--- config.mk ---
export PLATFORM = sky130hd
export DESIGN_NAME = mem_loader
export DESIGN_NICKNAME = d
export VERILOG_FILES = /design/src/rtl/mem_loader.sv
export SDC_FILE = /design/constraint.sdc
export NUM_CORES = 1
export LEC_CHECK = 0
export CORE_MARGIN = 1
export CORE_UTILIZATION = 48
export CTS_CLUSTER_DIAMETER = 150
export DETAILED_ROUTE_END_ITERATION = 10
export GPL_TIMING_DRIVEN = 0
export PLACE_DENSITY = 0.85
export SLEW_MARGIN = 20
export SYNTH_ARGS = -nofsm -noshare
export SYNTH_HDL_FRONTEND = slang
export SYNTH_SLANG_ARGS = --single-unit
export TNS_END_PERCENT = 30
--- constraint.sdc ---
create_clock -name clk -period 1.79 [get_ports clk]
set_clock_uncertainty 0.05 [all_clocks]
set_input_delay 0.179 -clock clk [delete_from_list [all_inputs] [get_ports clk]]
set_output_delay 0.179 -clock clk [all_outputs]
set_load 0.02 [all_outputs]
--- src/rtl/mem_loader.sv ---
// mem_loader: writer side of the feature/filter memory. Hunts for a sync byte,
// writes the 25 payload bytes in order, then verifies an 8-bit additive checksum.
module mem_loader #(
  parameter logic [7:0] SYNC_BYTE = 8'hA5,
  parameter int         N_INPUT   = 16,
  parameter int         N_FILTER  = 9,
  parameter int         TIMEOUT   = 1023
) (
  input  logic       clk,
  input  logic       rst,
  input  logic       start,
  input  logic       in_valid,
  input  logic [7:0] in_data,
  output logic       in_ready,
  output logic       wr_en,
  output logic [4:0] wr_addr,
  output logic [7:0] wr_data,
  output logic       busy,
  output logic       load_done,
  output logic       load_err,
  output logic [1:0] err_code
);
  localparam int LAST = N_INPUT + N_FILTER - 1;
  localparam int IW   = $clog2(TIMEOUT + 1);

  typedef enum logic [1:0] {IDLE, HUNT, LOAD, CSUM} state_t;

  state_t        state;
  state_t        state_next;
  logic [4:0]    cnt;
  logic [7:0]    sum;
  logic [IW-1:0] idle_cnt;
  logic          accept;
  logic          in_frame;
  logic          timed_out;

  assign in_ready = (state != IDLE);
  assign busy     = (state != IDLE);
  assign accept   = in_valid & in_ready;
  assign in_frame = (state == LOAD) || (state == CSUM);
  // The idle cycle that would bring the counter up to TIMEOUT ends the frame.
  assign timed_out = in_frame && !accept && (idle_cnt == IW'(TIMEOUT - 1));

  always_ff @(posedge clk or posedge rst) begin
    if (rst) state <= IDLE;
    else     state <= state_next;
  end

  always_comb begin
    state_next = state;
    case (state)
      IDLE: if (start) state_next = HUNT;
      HUNT: if (accept && in_data == SYNC_BYTE) state_next = LOAD;
      LOAD: begin
        if (timed_out)                       state_next = IDLE;
        else if (accept && cnt == 5'(LAST))  state_next = CSUM;
      end
      CSUM: if (timed_out || accept) state_next = IDLE;
      default: state_next = IDLE;
    endcase
  end

  // Writes, checksum and status are registered so each appears the cycle after acceptance.
  always_ff @(posedge clk or posedge rst) begin
    if (rst) begin
      cnt       <= '0;
      sum       <= '0;
      idle_cnt  <= '0;
      wr_en     <= 1'b0;
      wr_addr   <= '0;
      wr_data   <= '0;
      load_done <= 1'b0;
      load_err  <= 1'b0;
      err_code  <= '0;
    end else begin
      wr_en     <= 1'b0;
      load_done <= 1'b0;
      load_err  <= 1'b0;

      if (accept || !in_frame || timed_out) idle_cnt <= '0;
      else                                  idle_cnt <= idle_cnt + IW'(1);

      case (state)
        HUNT: begin
          if (accept && in_data == SYNC_BYTE) begin
            cnt <= '0;
            sum <= '0;
          end
        end
        LOAD: begin
          if (accept) begin
            wr_en   <= 1'b1;
            wr_addr <= cnt;
            wr_data <= in_data;
            sum     <= sum + in_data;
            cnt     <= cnt + 5'd1;
          end
        end
        CSUM: begin
          if (accept) begin
            if (in_data == sum) begin
              load_done <= 1'b1;
            end else begin
              load_err <= 1'b1;
              err_code <= 2'd1;
            end
          end
        end
        default: ;
      endcase

      if (timed_out) begin
        load_err <= 1'b1;
        err_code <= 2'd2;
      end
    end
  end
endmodule

* Word level (Yosys, flattened, before mapping)
Index checks and enable logic that the tools add are counted.
Operators by class: add/subtract/negate cells 3, eq/ne operators 13, multiplexer cells 26, bitwise logic cells 1, reduce and logical (&&, ||, !) cells 19
Operators by type and width (number):
- 2-bit 2-to-1 mux | 9
- 8-bit 2-to-1 mux | 2
- 8-bit one-hot mux with 2 select lines | 1
- 10-bit by 1-bit adder with 10-bit output (second input constant) | 1
- 10-bit == test (second input constant) | 1
- 10-bit 2-to-1 mux | 1
- 5-bit 2-to-1 mux | 2
- 5-bit one-hot mux with 2 select lines | 1
- 1-bit 2-to-1 mux | 9
- 8-bit adder | 1
- 8-bit == test | 1
- 8-bit == test (second input constant) | 1
- 2-bit inequality test (second input constant) | 4
- 2-bit one-hot mux with 4 select lines | 1
- 2-bit nonzero test | 4
- 3-bit AND reduction | 2
- 5-bit by 1-bit adder with 5-bit output (second input constant) | 1
- 5-bit == test (second input constant) | 1
- 2-bit == test (second input constant) | 2
- 1-bit logical AND | 4
- 1-bit logical OR | 4
- 4-bit AND reduction | 1
- 3-bit by 2-bit inequality test with 1-bit output (second input constant) | 1
- 2-bit by 1-bit == test with 1-bit output (second input constant) | 1
- 5 further kinds | 6
Word-level totals: bits in registers 43, input port bits 12, logic and storage cells 72

* Longest topological paths before layout
word-level depth 8, depth in mapped cells 7, mapped depth without buffers 7

* Worst setup path after synthesis
No wires, ideal clock.
kind reg-to-reg, from register sum[1], to register sum[7], data arrival time 1.679 ns, setup slack -0.061 ns, cell stages (with the launch flop) 7, cell sequence dfrtp_1 -> ha_1 -> a211oi_1 -> o211ai_1 -> a211oi_1 -> mux2i_1 -> nand2_1
On the way: longest elaborated chain between the ends 3
RTL lines:
- from (decl) | RTL line 31 | logic [7:0] sum;
- from (signal assigned) | RTL line 95 | sum <= sum + in_data;
- 8-bit adder | RTL line 95
- 8-bit 2-to-1 mux | RTL line 91 | if (accept) begin
- 8-bit one-hot mux with 2 select lines | RTL line 83 | case (state)
No other way between the ends. The select of a mux whose other input is x is not followed. A chain may end at the register's enable or synchronous reset.

* Worst setup path after layout
from register idle_cnt[0], to register state[1]
On the way: longest elaborated chain between the ends 5, elaborated cells between the ends (all ways) 8, classes of those cells eq/ne: 3; mux: 2; reduce/logical: 3
RTL lines:
- from (decl) | RTL line 32 | logic [IW-1:0] idle_cnt;
- from (signal assigned) | RTL line 81 | else idle_cnt <= idle_cnt + IW'(1);
- 10-bit == test * | RTL line 42 | assign timed_out = in_frame && !accept && (idle_cnt == IW'(TIMEOUT - 1));
- 1-bit logical AND * | RTL line 42
- 1-bit logical OR | RTL line 58 | CSUM: if (timed_out || accept) state_next = IDLE;
- 2-bit by 1-bit inequality test with 1-bit output (no source line)
- 4-bit AND reduction (no source line)
- to (signal assigned) | RTL line 46 | else state <= state_next;
- to (decl) | RTL line 28 | state_t state;
Mark *: on every way between the ends. The rest lies on a longest branch, timed or not.

==> out/results.ini <==
[placed_design]
port_buffers=31
placedCellCount=313
dp_hpwl_mm=3.202
place_congestion=0.9291

[route]
met3WireLength_um=184
ant_nets=0
wirelength_mm=4.522
wl_per_cell_um=14.00
drc_errors=0
top_layer=met4
drtPass1Iterations=4
met1_length_mm=1.969
via_count=1780
vias_per_cell=5.511
wl_met2_mm=2.297
drt_iter0_drc=199

[sta]
worst_slack_ps=-5.087
rsz0062_at_grt=true
setup_tns_ps=-5.087
min_period_ps=1795
period_share=1.003
max_freq_mhz=557.1
max_slew_margin=0.6613
setup_violations=1
maxSlewViolCount=0
worst_pin_slew_ps=508.0
whs_ps=56.65
final-hold-violation-count=0

[logic_synthesis]
synth_edf_count=0
async_flop_share=1.000
synth_simple_gate_area_frac=0.2194
synth-compound-area-share=0.1254
ys_seq_area_frac=0.4900
synth_warnings=0
syn-num-nets=253
synth_seq_cells=43
synth.mux.area_fraction=0.009117
syn_area_per_cell_um2=9.589
synth_top_family_by_area=simple AND/OR/NAND/NOR gates
synth_xor_area_frac=0.05185
synth_adder_area_share=0.07179
netlist_area_mm2=0.002196
synth_cell_type_count=46
synth_cells=229
synth_ff_type=dfrtp_1

[final_layout]
filler_cell_count=362
final_common_cell=nand2_1
synthToLayoutAreaGrowth_pct=26.84
final_cell_mix=nand2_1 (49), dfrtp_1 (42), clkdlybuf4s50_1 (27)
drive_gt1_frac=0.1513
insertedDiodeCount=0
fin_nets=294
final_cells=323

[setup_path]
worst_ep_required_time_ps=1920
cp_max_fo=5
critical_path.endpoint_type=register
path_common_cell=or3_4
cp.arrival_ps=1930
startpoint_type=register
critical-path-max-stage-delay_ps=430
critPathSlowestCell=dfrtp_1
crit_type=register to register
worstPathCellList=inv_1 > ha_1 > nand4_1 > or3_4 > or3_4 > a21oi_2 > a21oi_1

[die]
row_count=24
die_area_mm2=0.004849
initial_core_util=0.5009
dieHeight_um=69.64
core_area_mm2=0.004384
ios=32
die_x_um=69.64

[run_status]
outcome=complete, but fails checks
violations=negative setup slack

[run]
drv_cap=0

[clock_network]
insertion_delay_ps=300
clockBufferDepth=2
cts_made_buffers=5
cts.sinks=43
cts_tree=done
ctsHtreeMaxLevel=2
root_buffer=clkbuf_8
clk_pin_slew_worst_paths_ps=80

[power_and_ir_drop]
p_per_area_mw_per_mm2=1377
power.leakage_nw=1.288
vdd_drop_max_mv=0.6103

[grt]
grt.total_usage=0.1956
antenna_found_initial=0
grt_max_degree=36
grt_pass1_wl_mm=7.590
overflow=0
grt_pass1_vias=1752

[min_path]
hold_class=primary input to asynchronous set/reset pin

==> layer usage <==
layer	up-vias	global-route usage
li1	869	-
met1	858	0.2430
met2	45	0.3441
met3	8	0.04215
met4	0	0.05333
met5	-	0
==> logic make-up after synthesis <==
group | after synthesis
multiplexers | 2
flip-flops | 43
AND/OR/NAND/NOR | 102
adder cells (fa/ha/maj) | 12
XOR/XNOR | 13
AO/OA/AOI/OAI | 41
buffers and inverters | 16
==> final timing paths <==
kind,startpoint,to,slack [ps],cells past startpoint
setup reg to reg,idle_cnt[0],state[1],-5,7
max in group asynchronous,rst,sum[1],1190,3
setup / recovery,idle_cnt[0],state[1],-5,7
hold reg to reg,wr_addr[1],wr_addr[1],440,2
min in group clk,in_data[0],wr_data[0],200,3
hold / removal,rst,idle_cnt[3],60,2
==> stage by stage <==
step | util | power (mW) | cell area, um^2 | setup WS, ps
floorplan | - | 2.521 | 2201 | 9.152
global placement | 0.5876 | 3.013 | 2576 | -482.4
detailed placement | 0.5922 | 3.073 | 2596 | -506.3
CTS | 0.6142 | 3.708 | 2693 | -173.1
global route | 0.6353 | 4.107 | 2785 | -133.2
finish | 0.6353 | 3.835 | 2785 | -5.087
==> cells in the mapped netlist, drive strengths merged, types with 4 or more instances <==
| cell type | n | area (um^2) |
|---|---|---|
| nand2 | 49 | 183.9 |
| dfrtp | 43 | 1076 |
| nor2 | 19 | 71.32 |
| o21ai | 12 | 63.81 |
| ha | 11 | 137.6 |
| nand3 | 8 | 40.04 |
| xnor2 | 8 | 70.07 |
| a21oi | 7 | 38.79 |
| buf | 7 | 37.54 |
| inv | 7 | 26.28 |
| nand4 | 5 | 37.53 |
| xor2 | 5 | 43.79 |
| a211oi | 4 | 30.03 |
| a22o | 4 | 35.03 |
==> registers in the layout, summed over array words and instances (netlist names) <==
signal,cells
load_done,1
state,2
wr_data,8
sum,8
idle_cnt,10
load_err,1
err_code,2
wr_addr,5
wr_en,1
cnt,5
==> critical path, delay by kind of cell, from the launching register on <==
kind / cells / cell delay (ps)
AO/OA/AOI/OAI: 2 / 200
adder cells (fa/ha/maj): 1 / 140
AND/OR/NAND/NOR: 3 / 800
buffers and inverters: 1 / 80
flip-flops: 1 / 430
==> timing repair <==
item / CTS / global route
buffers inserted: 0 / 2
pin swaps: 0 / 2
resized for setup: 7 / 21
hold buffers: 0 / 0
endpoints found under the setup margin: 7 / 36
==> power by group <==
part	leakage (nW)	internal [mW]	total, mW	switching [mW]
Combinational	0.680	0.857	1.82	0.961
Clock	0.0477	0.267	0.601	0.333
Sequential	0.561	1.23	1.42	0.185
Total	1.29	2.36	3.83	1.48
==> cell type report <==
cell class                 instances  area (um^2)  share of cell area
tap                               52        65.06             0.02336
multi-input combinational        170         1136              0.4079
inverter                           8        30.03             0.01078
buffer                             8        45.04             0.01617
timing repair buffer              34        347.8              0.1249
clock inverter                     3        15.01            0.005391
clock buffer                       5        68.82             0.02471
sequential                        43         1077              0.3868
No activity file was read; power rests on OpenSTA's default activity.
